`src/rtl/light_rx.sv`:
```
// -----------------------------------------------------------------------------
// light_rx -- receive end of the LED light link.
//
// Decodes the serial on/off light signal (peer led output) into PACKET_SIZE-bit
// words. Frame on the wire: idle 0, start 1, PACKET_SIZE data bits LSB first,
// optional even-parity bit, stop 0. Each bit lasts BIT_TICKS clocks.
//
// Build option: define LIGHT_RX_PARITY_EN to add the even-parity bit after the
// data bits. Undefined: no parity slot, parity_err tied to 0.
//
// Ports:
//   clock      system clock, rising edge
//   reset      asynchronous, active-high; clears all state
//   rx_enable  1 = receiver armed; 0 = ignore line / abort frame in flight
//   signal     raw asynchronous light input
//   rx_ack     1-cycle host pulse; clears irq_rx, overrun and the error flags
//   data_out   last good word (only updated by a good frame)
//   irq_rx     sticky: good frame available
//   busy       receiver not idle
//   frame_err  sticky: stop bit sampled 1
//   overrun    sticky: good frame completed while irq_rx already set
//   parity_err sticky: parity mismatch on an otherwise good frame
// -----------------------------------------------------------------------------
`ifndef PACKET_SIZE
`define PACKET_SIZE 8
`endif

module light_rx #(
  parameter int PACKET_SIZE = `PACKET_SIZE,
  parameter int BIT_TICKS   = 16,
  parameter int SYNC_STAGES = 2
) (
  input  logic                   clock,
  input  logic                   reset,
  input  logic                   rx_enable,
  input  logic                   signal,
  input  logic                   rx_ack,
  output logic [PACKET_SIZE-1:0] data_out,
  output logic                   irq_rx,
  output logic                   busy,
  output logic                   frame_err,
  output logic                   overrun,
  output logic                   parity_err
);

  localparam int BCW = $clog2(PACKET_SIZE + 2);
  localparam int TCW = $clog2(BIT_TICKS);
  localparam logic [TCW-1:0] HALF_M1  = TCW'(BIT_TICKS / 2 - 1);
  localparam logic [TCW-1:0] FULL_M1  = TCW'(BIT_TICKS - 1);
  localparam logic [BCW-1:0] LAST_BIT = BCW'(PACKET_SIZE - 1);

`ifdef LIGHT_RX_PARITY_EN
  typedef enum logic [2:0] {IDLE, START, DATA, PARITY, STOP, WAIT_IDLE} state_t;
`else
  typedef enum logic [2:0] {IDLE, START, DATA, STOP, WAIT_IDLE} state_t;
`endif

  state_t                 state_q, state_d;
  logic [SYNC_STAGES-1:0] sync_q, sync_d;
  logic                   s_prev_q, s_prev_d;
  logic [TCW-1:0]         tick_q, tick_d;
  logic [BCW-1:0]         bit_q, bit_d;
  logic [PACKET_SIZE-1:0] shreg_q, shreg_d;
  logic [PACKET_SIZE-1:0] data_q, data_d;
  logic                   irq_q, irq_d;
  logic                   ferr_q, ferr_d;
  logic                   ovr_q, ovr_d;
`ifdef LIGHT_RX_PARITY_EN
  logic                   par_q, par_d;
  logic                   perr_q, perr_d;
`endif

  logic s, rise, tick_last;

  assign s         = sync_q[SYNC_STAGES-1];
  assign rise      = s & ~s_prev_q;
  assign tick_last = (tick_q == FULL_M1);

  always_comb begin
    sync_d   = {sync_q[SYNC_STAGES-2:0], signal};
    s_prev_d = s;
    state_d  = state_q;
    tick_d   = tick_q;
    bit_d    = bit_q;
    shreg_d  = shreg_q;
    data_d   = data_q;
    irq_d    = irq_q;
    ferr_d   = ferr_q;
    ovr_d    = ovr_q;
`ifdef LIGHT_RX_PARITY_EN
    par_d    = par_q;
    perr_d   = perr_q;
`endif

    // Host ack clears first; events completing this cycle override below.
    if (rx_ack) begin
      irq_d  = 1'b0;
      ovr_d  = 1'b0;
      ferr_d = 1'b0;
`ifdef LIGHT_RX_PARITY_EN
      perr_d = 1'b0;
`endif
    end

    if (state_q != IDLE && !rx_enable) begin
      state_d = IDLE;
    end else begin
      case (state_q)
        IDLE: begin
          if (rx_enable && rise) begin
            state_d = START;
            tick_d  = '0;
          end
        end
        // Mid-start-bit check rejects glitches shorter than half a bit.
        START: begin
          if (tick_q == HALF_M1) begin
            tick_d  = '0;
            bit_d   = '0;
            state_d = s ? DATA : IDLE;
          end else begin
            tick_d = tick_q + TCW'(1);
          end
        end
        DATA: begin
          if (tick_last) begin
            tick_d  = '0;
            shreg_d = {s, shreg_q[PACKET_SIZE-1:1]};
            bit_d   = bit_q + BCW'(1);
            if (bit_q == LAST_BIT) begin
`ifdef LIGHT_RX_PARITY_EN
              state_d = PARITY;
`else
              state_d = STOP;
`endif
            end
          end else begin
            tick_d = tick_q + TCW'(1);
          end
        end
`ifdef LIGHT_RX_PARITY_EN
        PARITY: begin
          if (tick_last) begin
            tick_d  = '0;
            par_d   = s;
            state_d = STOP;
          end else begin
            tick_d = tick_q + TCW'(1);
          end
        end
`endif
        STOP: begin
          if (tick_last) begin
            tick_d = '0;
            if (s) begin
              ferr_d  = 1'b1;
              state_d = WAIT_IDLE;
            end else begin
              state_d = IDLE;
`ifdef LIGHT_RX_PARITY_EN
              if (^{shreg_q, par_q}) begin
                perr_d = 1'b1;
              end else begin
`else
              begin
`endif
                data_d = shreg_q;
                irq_d  = 1'b1;
                // irq_d already reflects an ack this cycle, which masks overrun.
                if (irq_q && !rx_ack) ovr_d = 1'b1;
              end
            end
          end else begin
            tick_d = tick_q + TCW'(1);
          end
        end
        // Any 1 restarts the count: need BIT_TICKS consecutive zeros.
        WAIT_IDLE: begin
          if (s)              tick_d  = '0;
          else if (tick_last) state_d = IDLE;
          else                tick_d  = tick_q + TCW'(1);
        end
        default: state_d = IDLE;
      endcase
    end
  end

  // Synchronizer and edge history reset high: a line already high when reset
  // releases is not a start edge; a real 0->1 transition is required.
  always_ff @(posedge clock or posedge reset) begin
    if (reset) begin
      state_q  <= IDLE;
      sync_q   <= '1;
      s_prev_q <= 1'b1;
      tick_q   <= '0;
      bit_q    <= '0;
      shreg_q  <= '0;
      data_q   <= '0;
      irq_q    <= 1'b0;
      ferr_q   <= 1'b0;
      ovr_q    <= 1'b0;
`ifdef LIGHT_RX_PARITY_EN
      par_q    <= 1'b0;
      perr_q   <= 1'b0;
`endif
    end else begin
      state_q  <= state_d;
      sync_q   <= sync_d;
      s_prev_q <= s_prev_d;
      tick_q   <= tick_d;
      bit_q    <= bit_d;
      shreg_q  <= shreg_d;
      data_q   <= data_d;
      irq_q    <= irq_d;
      ferr_q   <= ferr_d;
      ovr_q    <= ovr_d;
`ifdef LIGHT_RX_PARITY_EN
      par_q    <= par_d;
      perr_q   <= perr_d;
`endif
    end
  end

  assign data_out  = data_q;
  assign irq_rx    = irq_q;
  assign busy      = (state_q != IDLE);
  assign frame_err = ferr_q;
  assign overrun   = ovr_q;
`ifdef LIGHT_RX_PARITY_EN
  assign parity_err = perr_q;
`else
  assign parity_err = 1'b0;
`endif

endmodule

```
`config.mk`:
```
export PLATFORM = sky130hd
export DESIGN_NAME = light_rx
export DESIGN_NICKNAME = d
export VERILOG_FILES = /design/src/rtl/light_rx.sv
export SDC_FILE = /design/constraint.sdc
export NUM_CORES = 1
export LEC_CHECK = 0
export BUFFER_PORTS_ARGS = -buffer_cell sky130_fd_sc_hd__buf_2
export CAP_MARGIN = 10
export CORE_ASPECT_RATIO = 2
export CORE_MARGIN = 10
export CORE_UTILIZATION = 35
export CTS_CLUSTER_DIAMETER = 200
export DETAILED_ROUTE_END_ITERATION = 10
export PLACE_DENSITY = 0.61
export SYNTH_ARGS = -nofsm -noshare
export SYNTH_HDL_FRONTEND = slang
export SYNTH_SLANG_ARGS = --single-unit
```
`constraint.sdc`:
```
create_clock -name clock -period 4.55 [get_ports clock]
set_clock_uncertainty 0.1 [all_clocks]
set_input_delay 0.6825 -clock clock [delete_from_list [all_inputs] [get_ports clock]]
set_output_delay 0.6825 -clock clock [all_outputs]
set_load 0.02 [all_outputs]
```
==> impl_metrics.ini <==
[routing]
wl_per_cell_um = 16.1
first_pass_iters = 4
routed_wl_mm = 3.25
ant_nets = 0
post-route-drc-count = 0
num_vias = 1068
drt-initial-drc-count = 51
routed_via_density = 5.29

[sta]
final.min_clock_period_ns = 2.06
rsz0062_at_grt = false
hold_viol = 0
finalCritPeriodShare_pct = 45.4
setup_viol = 0
max_freq_mhz = 484
slew_viol_final = 0
fin_setup_tns_ns = 0

[synth]
synth_area_sq_mm = 0.00158
async_reset_ff_share_pct = 100
synth_area_leaders = dfrtp_1 (48%), mux2_2 (11%), dfstp_2 (5.0%), nand3b_1 (2.4%), nand3_1 (1.9%)
avgSynthCellArea_sq_um = 12.2
yosysWarnings = 0
synth-main-ff-cell = dfrtp_1
yosysTopAreaCellShare_pct = 47.7
ys_seq_elements = 33
synth_cell_types = 45
synth_top_area_cell = dfrtp_1
synth-seq-area-share_pct = 52.7
synth_edf_count = 0
post-synth-top-count-cell = dfrtp_1
synthTopCellsByCount = dfrtp_1 (30), mux2_2 (15), nor2_1 (8)
syn_inst = 129
syn-num-nets = 136

[final_layout]
area_delta_synth_final_pct = 12.8
insertedDiodeCount = 0
seqCellArea_sq_um = 830
multi_input_area_sq_um = 687
nets = 154
layout-drive-gt1-share_pct = 33.1
filler_cell_count = 439
fin_area_sq_mm = 0.00178

[power]
power_density_mw_per_mm2 = 325
p_switching_uw = 153
power_frac_clock_pct = 37.2
switching_share_pct = 26.5
p_leak_uw = 0.000879
power_frac_seq_pct = 56.1
power_frac_comb_pct = 6.6
ir_drop_v = 0.000308
p_int_uw = 425

[clock_tree]
cts_tree = built
cts_setup_buffers = 0
clk_latency_ns = 0.29
clk_pin_slew_ns = 0.07
cts_htree_levels = 2
holdBufCountCts = 0
cts_inserted_buffers = 5
cts_resized = 0
cts_sinks = 33
ctsLongestPathBuffers = 2
clock-root-buffer = clkbuf_8

[setup_path]
path_class = register to output port
critPathMaxFanout = 15
cp_slowest_stage_delay_ns = 0.64
crit_chain = nor2_1, nand2_1, buf_2
worstSetupEndpointType = output port
startpoint_type = register
worst_ep_arrival_time_ns = 1.28
required_ns = 3.77
rr_worst_depth = 4
cp_slowest_cell = dfrtp_1

[floorplanning]
die_area_sq_mm = 0.00775
ios = 18
coreArea_sq_mm = 0.00434
fp.dieW_um = 67.4
die_h_um = 115
initial_core_util_pct = 36.3
rows = 34

[global_route]
grt_pass1_vias = 1241
antenna_found_initial = 0
grt_pass1_wl_mm = 5.65
grt_max_degree = 34
grt-ovfl-total = 0
grt_usage_pct = 9.47

[place]
port_buffers = 16
dpl_cell_area_sq_mm = 0.00169
globalplace.congestion = 0.771
hpwl_mm = 2.41

[min_path]
hold_path_depth = 0
hold_path_class = register to register

[run_status]
status = complete, no violations

[job]
cap_viol_max_count = 0
state kept, by name, summed over array words and instances (netlist names):
register	count
bit_q	4
data_out	8
frame_err	1
irq_rx	1
overrun	1
s_prev_q	1
shreg_q	8
state_q	3
sync_q	2
tick_q	4
final cells by class:
type,instances,area share (%)
well taps,54,3.80
clock inverters,3,0.986
flip-flops and latches,33,46.7
inverters,5,1.06
repair buffers,17,4.93
clock buffers,5,3.87
multi-input cells,85,38.7
cells by family (layout without fill, tap and decap cells):
family / count (synthesis) / count (layout) / share of synthesized area, %
buffers and inverters: 11 / 30 / 3.73
flip-flops: 33 / 33 / 52.7
multiplexers: 16 / 16 / 11.4
XOR/XNOR: 2 / 2 / 1.11
AO/OA/AOI/OAI: 26 / 26 / 13.3
adder cells (fa/ha/maj): 2 / 2 / 1.59
AND/OR/NAND/NOR: 38 / 38 / 15.9
other: 1 / 1 / 0.238
metal layers:
| metal | up-vias | share of wire, % | GRT usage, % |
|---|---|---|---|
| li1 | 507 | - | - |
| met1 | 537 | 37 | 9.08 |
| met2 | 17 | 55 | 16.4 |
| met3 | 7 | 5.1 | 3.61 |
| met4 | 0 | 2.1 | 5.51 |
| met5 | - | 0 | 0 |
layout by cell type, fill, tap and decap left out, types with 4 or more instances in the layout:
| cell type | n |
|---|---|
| buf_2 | 16 |
| clkbuf_8 | 5 |
| dfrtp_1 | 30 |
| inv_1 | 5 |
| mux2_2 | 15 |
| nand3_1 | 6 |
| nand3b_1 | 5 |
| nor2_1 | 8 |
| o211ai_1 | 4 |
| o21ai_0 | 5 |
path summary, 6_finish.rpt:
check	start	end	slack, ns
max in group asynchronous	reset	sync_q[1]	3.64
min reg2reg	sync_q[0]	sync_q[1]	0.26
max	state_q[1]	busy	2.49
max reg2reg	tick_q[0]	data_out[2]	2.58
min in group asynchronous	reset	frame_err	0.38
min	sync_q[0]	sync_q[1]	0.26
through the flow:
step / worst slack (ns) / power [uW] / hold WS [ns] / util [%] / cells
global route: 2.36 / 604 / 0.265 / 40.9 / 202
finish: 2.49 / 578 / 0.256 / 40.9 / 202
floorplan: 2.85 / 355 / 0.245 / - / 129
detailed placement: 2.41 / 369 / 0.247 / 39.0 / 194
CTS: 2.48 / 588 / 0.257 / 40.9 / 202
global placement: 2.45 / 365 / 0.246 / 39.0 / 194
critical path, delay by kind of cell, from the launching register on:
kind	cells	cell delay, ns
DFF	1	0.64
and+or+nand+nor	2	0.19
buffers and inverters	1	0.16
power by group through the flow:
stage          logic, uW  registers (uW)  clock network (uW)
2_1_floorplan       34.0             321                   0
3_3_place_gp        37.6             328                   0
3_5_place_dp        39.1             330                   0
4_1_cts             39.0             324                 226
5_1_grt             43.2             326                 234
6_report            38.2             324                 215
Note: power is estimated with default switching activity, not from simulation.
